--- src/rtl/sdram_write_feeder_pkg.sv ---
// sdram_write_feeder_pkg: shared state encoding and FIFO entry layout for the SDRAM write feeder
package sdram_write_feeder_pkg;
  typedef enum logic [1:0] {
    IDLE     = 2'd0,
    FILL     = 2'd1,
    DRAIN    = 2'd2,
    WAIT_RDY = 2'd3
  } state_t;
  localparam int ENTRY_W  = 36;
  localparam int MASK_MSB = 35;
  localparam int MASK_LSB = 32;
  // A mask bit of 1 blocks its byte, so the Wishbone byte selects are inverted.
  function automatic logic [ENTRY_W-1:0] pack_entry(input logic [3:0] sel, input logic [31:0] dat);
    logic [ENTRY_W-1:0] e;
    e = '0;
    e[MASK_MSB:MASK_LSB] = ~sel;
    e[31:0] = dat;
    return e;
  endfunction
endpackage

--- src/rtl/sdram_wr_fifo.sv ---
// sdram_wr_fifo: synchronous 2**DEPTH_LOG2-entry FIFO with registered pop output
// Ports: push_i/din_i write side; pop_i pops the head into dout_o on the same edge;
//        full_o/empty_o/level_o report occupancy. Async active-high reset clears pointers and dout_o.
module sdram_wr_fifo #(
  parameter int DEPTH_LOG2 = 4,
  parameter int W          = 36
) (
  input  logic                  clk,
  input  logic                  rst,
  input  logic                  push_i,
  input  logic [W-1:0]          din_i,
  input  logic                  pop_i,
  output logic [W-1:0]          dout_o,
  output logic                  full_o,
  output logic                  empty_o,
  output logic [DEPTH_LOG2:0]   level_o
);
  localparam int DEPTH = 1 << DEPTH_LOG2;
  logic [W-1:0] mem [DEPTH];
  logic [DEPTH_LOG2:0] wr_q, rd_q;
  logic [W-1:0] dout_q;
  logic do_push, do_pop;
  // Pointers carry one extra bit so full and empty are distinguishable.
  assign level_o = wr_q - rd_q;
  assign full_o  = level_o == DEPTH[DEPTH_LOG2:0];
  assign empty_o = wr_q == rd_q;
  assign do_push = push_i && !full_o;
  assign do_pop  = pop_i && !empty_o;
  assign dout_o  = dout_q;
  always_ff @(posedge clk or posedge rst) begin
    if (rst) begin
      wr_q   <= '0;
      rd_q   <= '0;
      dout_q <= '0;
    end else begin
      if (do_push) wr_q <= wr_q + 1'b1;
      if (do_pop) begin
        rd_q   <= rd_q + 1'b1;
        dout_q <= mem[rd_q[DEPTH_LOG2-1:0]];
      end
    end
  end
  always_ff @(posedge clk) begin
    if (do_push) mem[wr_q[DEPTH_LOG2-1:0]] <= din_i;
  end
endmodule

--- src/rtl/sdram_write_feeder.sv ---
// sdram_write_feeder: packs Wishbone writes into {mask,data} entries and feeds the SDRAM write engine
// Ports: i_wbs_* Wishbone slave (writes only), o_wbs_ack single-cycle ack;
//        en/address/ready engine handshake; fifo_data/fifo_empty/fifo_rd/fifo_level engine FIFO port.
// Option: define SDRAM_WR_FEEDER_STATS_EN to add the saturating stall_count output.
module sdram_write_feeder
  import sdram_write_feeder_pkg::*;
#(
  parameter int DEPTH_LOG2 = 4,
  parameter int ADDR_LSB   = 2
) (
  input  logic                  clk,
  input  logic                  rst,
  input  logic                  i_wbs_cyc,
  input  logic                  i_wbs_stb,
  input  logic                  i_wbs_we,
  input  logic [3:0]            i_wbs_sel,
  input  logic [31:0]           i_wbs_adr,
  input  logic [31:0]           i_wbs_dat,
  output logic                  o_wbs_ack,
  output logic                  en,
  output logic [21:0]           address,
  input  logic                  ready,
`ifdef SDRAM_WR_FEEDER_STATS_EN
  output logic [15:0]           stall_count,
`endif
  output logic [ENTRY_W-1:0]    fifo_data,
  output logic                  fifo_empty,
  input  logic                  fifo_rd,
  output logic [DEPTH_LOG2:0]   fifo_level
);
  state_t state_q, state_d;
  logic [21:0] addr_q, addr_d, exp_q, exp_d;
  logic ack_q, en_q, en_d;
  logic [21:0] word;
  logic wr_req, rd_req, seq, accept, full;
  logic unused_adr;
  assign word       = i_wbs_adr[ADDR_LSB+21:ADDR_LSB];
  assign unused_adr = &{1'b0, i_wbs_adr};
  // While ack is high the master still shows the just-acked cycle, so it is not a new request.
  assign wr_req = i_wbs_cyc && i_wbs_stb && i_wbs_we && !ack_q;
  assign rd_req = i_wbs_cyc && i_wbs_stb && !i_wbs_we && !ack_q;
  assign seq    = word == exp_q;
  assign accept = wr_req && !full && (state_q == IDLE || (state_q == FILL && seq));
  always_comb begin
    state_d = state_q;
    addr_d  = addr_q;
    exp_d   = exp_q;
    case (state_q)
      IDLE: if (accept) begin
        addr_d  = word;
        exp_d   = word + 22'd1;
        state_d = FILL;
      end
      FILL: begin
        if (!i_wbs_cyc || rd_req || (wr_req && !seq)) state_d = DRAIN;
        else if (accept) exp_d = exp_q + 22'd1;
      end
      DRAIN:    state_d = fifo_empty ? WAIT_RDY : DRAIN;
      WAIT_RDY: state_d = ready ? IDLE : WAIT_RDY;
    endcase
    en_d = state_d == FILL || state_d == DRAIN;
  end
  always_ff @(posedge clk or posedge rst) begin
    if (rst) begin
      state_q <= IDLE;
      addr_q  <= '0;
      exp_q   <= '0;
      ack_q   <= 1'b0;
      en_q    <= 1'b0;
    end else begin
      state_q <= state_d;
      addr_q  <= addr_d;
      exp_q   <= exp_d;
      ack_q   <= accept;
      en_q    <= en_d;
    end
  end
  assign o_wbs_ack = ack_q;
  assign en        = en_q;
  assign address   = addr_q;
  sdram_wr_fifo #(.DEPTH_LOG2(DEPTH_LOG2), .W(ENTRY_W)) u_fifo (
    .clk     (clk),
    .rst     (rst),
    .push_i  (accept),
    .din_i   (pack_entry(i_wbs_sel, i_wbs_dat)),
    .pop_i   (fifo_rd),
    .dout_o  (fifo_data),
    .full_o  (full),
    .empty_o (fifo_empty),
    .level_o (fifo_level)
  );
`ifdef SDRAM_WR_FEEDER_STATS_EN
  logic [15:0] stall_q;
  logic stall;
  assign stall = wr_req && (full || state_q == DRAIN || state_q == WAIT_RDY);
  always_ff @(posedge clk or posedge rst) begin
    if (rst) stall_q <= '0;
    else if (stall && stall_q != 16'hFFFF) stall_q <= stall_q + 16'd1;
  end
  assign stall_count = stall_q;
`endif
endmodule
--- config.mk ---
export PLATFORM = sky130hd
export DESIGN_NAME = sdram_write_feeder
export DESIGN_NICKNAME = d
export VERILOG_FILES = /design/src/rtl/sdram_write_feeder_pkg.sv /design/src/rtl/sdram_wr_fifo.sv /design/src/rtl/sdram_write_feeder.sv
export SDC_FILE = /design/constraint.sdc
export NUM_CORES = 1
export LEC_CHECK = 0
export CORE_MARGIN = 1.5
export CORE_UTILIZATION = 63
export CTS_CLUSTER_DIAMETER = 120
export DETAILED_ROUTE_END_ITERATION = 10
export GPL_TIMING_DRIVEN = 1
export PLACE_DENSITY_LB_ADDON = 0.3
export SETUP_SLACK_MARGIN = 0.15
export SLEW_MARGIN = 20
export SYNTH_ARGS = -nofsm -noshare
export SYNTH_HDL_FRONTEND = slang
export SYNTH_HIERARCHICAL = 1
export SYNTH_SLANG_ARGS = --single-unit
--- constraint.sdc ---
create_clock -name clk -period 9.7 [get_ports clk]
set_input_delay 1.94 -clock clk [delete_from_list [all_inputs] [get_ports clk]]
set_output_delay 1.94 -clock clk [all_outputs]
set_load 0.05 [all_outputs]
# Word-level counts from Yosys, hierarchy flattened
# Memories as Yosys holds them, arrays and structs flattened. A register that Yosys moved wholly into a read port is not among the register bits.
# Cells that the tools add are included.
# op_classes
addsub	5
eq_ne	11
n_mux	11
n_bitwise	1
reduce_logical	25
# ops
cell	count
2-to-1 mux 22 bit	3
adder 22 x 1 -> 22 bit, second input constant	2
one-hot mux 22 bit (2 select lines)	1
equality test 22 bit	1
logical AND 1 bit	11
adder 5 x 1 -> 5 bit, second input constant	2
one-hot mux 2 bit (4 select lines)	1
equality test 2 bit, second input constant	3
zero test 1 bit	6
2-to-1 mux 2 bit	3
inequality test 2 bit, second input constant	3
equality test 5 bit	1
equality test 5 bit, second input constant	1
subtractor 5 bit	1
equality test 2 x 1 -> 1 bit, second input constant	2
logical OR 1 bit	4
NOT 4 bit	1
AND reduction 4 bit	1
2-to-1 mux 1 bit	3
zero test 2 bit	1
AND reduction 2 bit	1
nonzero test 2 bit	1
# word_totals
regBits	58
ramBits	576
in_bits	75
out_inout_bits	66
word_cells	61
memories	1
# memory_table
name	depth	word_bits	read_ports	rd_clocked_by_memory_dff	write_ports	line_no	text
u_fifo.mem	16	36	1	1	1	sdram_wr_fifo.sv:19	logic [W-1:0] mem [DEPTH];

# Logic depth before layout (Yosys ltp)
# logic_depth
depth_word	9
depth_mapped	17
depth_no_buf	16

# Modules after synthesis
# Netlist, hierarchy kept.
# by_module_without_submodules
mod	instances	cells_each	area_per_inst_um2	seq_area_each_um2
sdram_wr_fifo	1	1041	23750.3	18447.7
sdram_write_feeder	1	452	3574.7	1201.2

# Least setup slack after synthesis
# No wires, ideal clock.
# synth_path
kind	reg-to-reg
startpoint	register u_fifo.rd_q[1]
endpoint	memory u_fifo.mem[3][0], enable pin
setup_time_ns	0.474
arrival_time_ns	6.137
t_required_ns	9.226
slack_ns	3.089
stages_incl_launch_ff	17
n_path_buf	3
synth_period_minus_slack_ns	6.611
cell_sequence	dfrtp_1 buf_4 clkbuf_1 inv_1 fa_1 xor2_1 nor3_1 o2111ai_4 inv_6 nor2b_1 nand2_1 nor3_1 a21oi_2 inv_2 buf_6 nand3_1 nor3_1
# synth_between
elab_chain_cells	8
# synth_lines
element	line_no	text
start, declared	sdram_wr_fifo.sv:20	logic [DEPTH_LOG2:0] wr_q, rd_q;
start signal, assigned	sdram_wr_fifo.sv:38	rd_q <= rd_q + 1'b1;
subtractor 5 bit	sdram_wr_fifo.sv:24	assign level_o = wr_q - rd_q;
via fifo_level[2]	sdram_write_feeder.sv:29	output logic [DEPTH_LOG2:0] fifo_level
equality test 5 bit	sdram_wr_fifo.sv:25	assign full_o = level_o == DEPTH[DEPTH_LOG2:0];
via full	sdram_write_feeder.sv:35	logic wr_req, rd_req, seq, accept, full;
zero test 1 bit	sdram_write_feeder.sv:43	assign accept = wr_req && !full && (state_q == IDLE || (state_q == FILL && seq));
logical AND 1 bit (2 in series)	sdram_write_feeder.sv:43	
via accept	sdram_write_feeder.sv:35	
logical AND 1 bit	sdram_wr_fifo.sv:27	assign do_push = push_i && !full_o;
2-to-1 mux 1 bit	sdram_wr_fifo.sv:44	if (do_push) mem[wr_q[DEPTH_LOG2-1:0]] <= din_i;
2-to-1 mux 1 bit (not written as such)	sdram_wr_fifo.sv:44	
end, declared	sdram_wr_fifo.sv:19	
# The timed path passes the listed nets, and every way through them passes these cells.

# Worst setup path after layout
# layout_path
startpoint	input i_wbs_adr[13]
endpoint	memory u_fifo.mem[12][5], enable pin
# layout_between
elab_chain_cells	7
# layout_lines
element	line_no	text
start, declared	sdram_write_feeder.sv:17	input logic [31:0] i_wbs_adr,
equality test 22 bit	sdram_write_feeder.sv:42	assign seq = word == exp_q;
logical AND 1 bit	sdram_write_feeder.sv:43	
logical OR 1 bit	sdram_write_feeder.sv:43	
logical AND 1 bit	sdram_write_feeder.sv:43	
logical AND 1 bit	sdram_wr_fifo.sv:27	
2-to-1 mux 1 bit	sdram_wr_fifo.sv:44	
2-to-1 mux 1 bit (not written as such)	sdram_wr_fifo.sv:44	
# Every way passes these cells.

==> impl_metrics.tcl <==
set metrics [dict create \
    outcome "finished, final reports clean" \
    end_kind "register" \
    crit_slowest_cell "nor2_4" \
    synthToLayoutAreaGrowth_pct 14.99 \
    combPwrFrac_pct 32.0 \
    setup_viol 0 \
    row_count 76 \
    fmax_mhz 171.8 \
    path_depth 9 \
    start_util_pct 63.57 \
    place_congestion 0.8934 \
    clock-sinks 670 \
    stdcell_count 2270 \
    overflow 0 \
    yosys_warnings 6 \
    synth.ff_latch_count 670 \
    holdWs_ps 476.3 \
    vias 14860 \
    drt-pass1-iter-count 8 \
    cts-resized-gates 0 \
    avgSynthCellArea_um2 18.30 \
    p_per_area_mw_per_mm2 292.2 \
    cp_cell_sequence "clkdlybuf4s50_1 > xnor2_1 > nand4_1 > nor4_4 > a21oi_2 > inv_2 > nand3_1 > nor2_4 > buf_4" \
    worstMarginPinSlew_ps 1066 \
    drc 0 \
    clk_pin_slew_ps 60 \
    routed_wl_um 62400 \
    clock_latency_ps 590 \
    reg2regPathDepth 14 \
    syn_area_mm2 0.02732 \
    viasPerCell 6.544 \
    ys_async_sr_fraction_pct 14.03 \
    holdBufCountCts 0 \
    skew_ps 16.79 \
    yosysSeqAreaShare_pct 71.91 \
    post-route-util_pct 73.10 \
    p_switching_w 0.003055 \
    fin_setup_tns_ps 0 \
    grt_pass1_vias 15290 \
    cts_setup_buffers 0 \
    htree_levels 3 \
    p_leak_nw 10.77 \
    final-max-slew-violation-count 0 \
    critPathRequiredTime_ps 9930 \
    synthesis.nets 1579 \
    grt_max_degree 66 \
    core_area_mm2 0.04298 \
    hold_viol_final 0 \
    synth_cell_types 77 \
    port_buffers 130 \
    max-vdd-ir-drop_mv 0.3645 \
    dr.first_iter.drc_count 1800 \
    dp_hpwl_um 31210 \
    dp.cells 2146 \
    io_pins 141 \
    ys.flop_type "edfxtp_1" \
    tritoncts "built" \
    grt_use_total_pct 29.07 \
    crit_family "simple AND/OR/NAND/NOR gates" \
    cp_num_buf_inv 3 \
    cts_inserted_buffers 67 \
    layout_setup_ws_ps 3880 \
    period_minus_slack_ps 5820 \
    hold_path_depth 2 \
    path_max_fanout 22 \
    post-route-period-util_pct 60.00 \
    worstSetupPathType "in2reg" \
    n_antenna_cell 0 \
    synthCells 1493 \
    rsz0062_at_grt "no" \
    die_h_um 211.3 \
    die_area_mm2 0.04463 \
    power_switching_share_pct 33.27 \
    p_clk_share_pct 28.4 \
    drtAntennaViolNets 0 \
    synth_edf_count 576 \
    cp.arrival_ps 6050 \
    hp-class "reg2reg" \
    p_int_w 0.006128 \
    fin_nets 1716 \
    clockRootBuffer "clkbuf_16" \
    startpoint_type "input port" \
    fp.dieW_um 211.3 \
    max_stage_delay_ps 780 \
    wl_per_cell_um 27.49 \
    antenna_found_initial 1 \
    seqPwrFrac_pct 39.6 \
    place_ws_ps 3344 \
    final_layout_size_suffix_gt1_share_pct 19.17 \
    maxCapViolCount 0 \
    grt_pass1_wl_um 93960 \
    slew_headroom_pct 28.77 \
    cts.path.max_buffers 3 \
]
power groups by stage:
stage	Sequential, W	Combinational (W)	Clock (W)
6_report	0.00364	0.00294	0.00260
5_1_grt	0.00367	0.00313	0.00274
4_1_cts	0.00364	0.00296	0.00263
3_5_place_dp	0.00369	0.00291	0
3_3_place_gp	0.00368	0.00284	0
2_1_floorplan	0.00396	0.00186	0
flip-flops by register name, indices dropped and copies added (netlist names):
signal,flops
address,22
en,1
exp_q,22
o_wbs_ack,1
state_q,2
u_fifo/dout_o,36
u_fifo/mem,576
u_fifo/rd_q,5
u_fifo/wr_q,5
worst min-delay path: cells and delay by family (launching register included):
family        cells  cell delay, ps
flops             1             340
simple gates      2             100
metrics by stage:
stage          power [W]  area (µm²)
2_1_floorplan   0.005820       27330
3_3_place_gp    0.006514       29210
3_5_place_dp    0.006596       29210
4_1_cts         0.009224       31420
5_1_grt         0.009535       31420
6_report        0.009183       31420
final timing paths:
kind                                                  from  slack [ps]                          end
worst max-delay path                         i_wbs_adr[13]        3880  u_fifo/mem[12][5]$_DFFE_PP_
worst min-delay path               address[16]$_DFFE_PP0P_         480      address[16]$_DFFE_PP0P_
worst max register to register  u_fifo/rd_q[1]$_DFFE_PP0P_        4260  u_fifo/mem[12][5]$_DFFE_PP_
worst min register to register     address[16]$_DFFE_PP0P_         480      address[16]$_DFFE_PP0P_
max in group asynchronous                              rst        7050   u_fifo/rd_q[0]$_DFFE_PP0P_
min in group asynchronous                              rst        1880        exp_q[21]$_DFFE_PP0P_
Yosys cell counts (all sizes together), types with 3 or more instances:
cell type	instances	area, µm²
a211oi	4	30.03
a21oi	22	113.9
a311oi	4	35.03
a31oi	5	31.28
a41oi	4	35.03
and2	4	25.02
and3	15	93.84
buf	59	356.6
clkbuf	28	105.1
dfrtp	94	2352
edfxtp	576	17300
ha	10	125.1
inv	17	68.82
mux2	10	123.9
mux2i	90	900.9
mux4	144	3243
nand2	164	639.4
nand2b	5	38.78
nand3	14	70.07
nand3b	3	22.52
nand4	13	96.34
nor2	43	166.4
nor2b	3	21.27
nor3	17	106.4
nor3b	4	41.29
nor4	4	40.04
nor4b	3	38.79
o2111ai	4	52.56
o211ai	3	22.52
o21ai	26	133.9
o221ai	36	315.3
o22ai	3	18.77
o2bb2ai	3	26.28
o31ai	4	30.03
xnor2	30	262.8
xor2	4	42.55
logic make-up after synthesis:
kind of cell,synth area share [%]
buffers and inverters,1.941
AOI/OAI and AO/OA,3.462
xor gates and xnor gates,1.117
adders and majority gates,0.5312
and+or+nand+nor,5.422
DFF,71.91
muxes,15.62
routing by layer:
layer	vias to the layer above	share of wire (%)	GRT usage, %
met4	2	2.4	8.941
met1	7664	37	39.83
li1	6236	-	-
met2	827	51	48.19
met5	-	0.021	0
met3	126	9.5	5.397
cell usage in the layout, fill, tap and decap left out, drive strengths merged, types with 26 or more instances in the layout:
cell type	instances
mux4	144
o21ai	26
edfxtp	576
nor2	43
mux2i	90
nand2	164
o221ai	36
xnor2	30
dfrtp	94
clkbuf	91
clkdlybuf4s50	130
cell type report:
type	count	area, µm²
Fill cell	2482	11560
Multi-Input combinational cell	719	7258
Clock buffer	91	1849
Timing Repair Buffer	155	1489
Clock inverter	33	364.1
Tap cell	585	732.0
Sequential cell	670	19660
Inverter	17	72.57
Power figures use the tool's default switching activity.
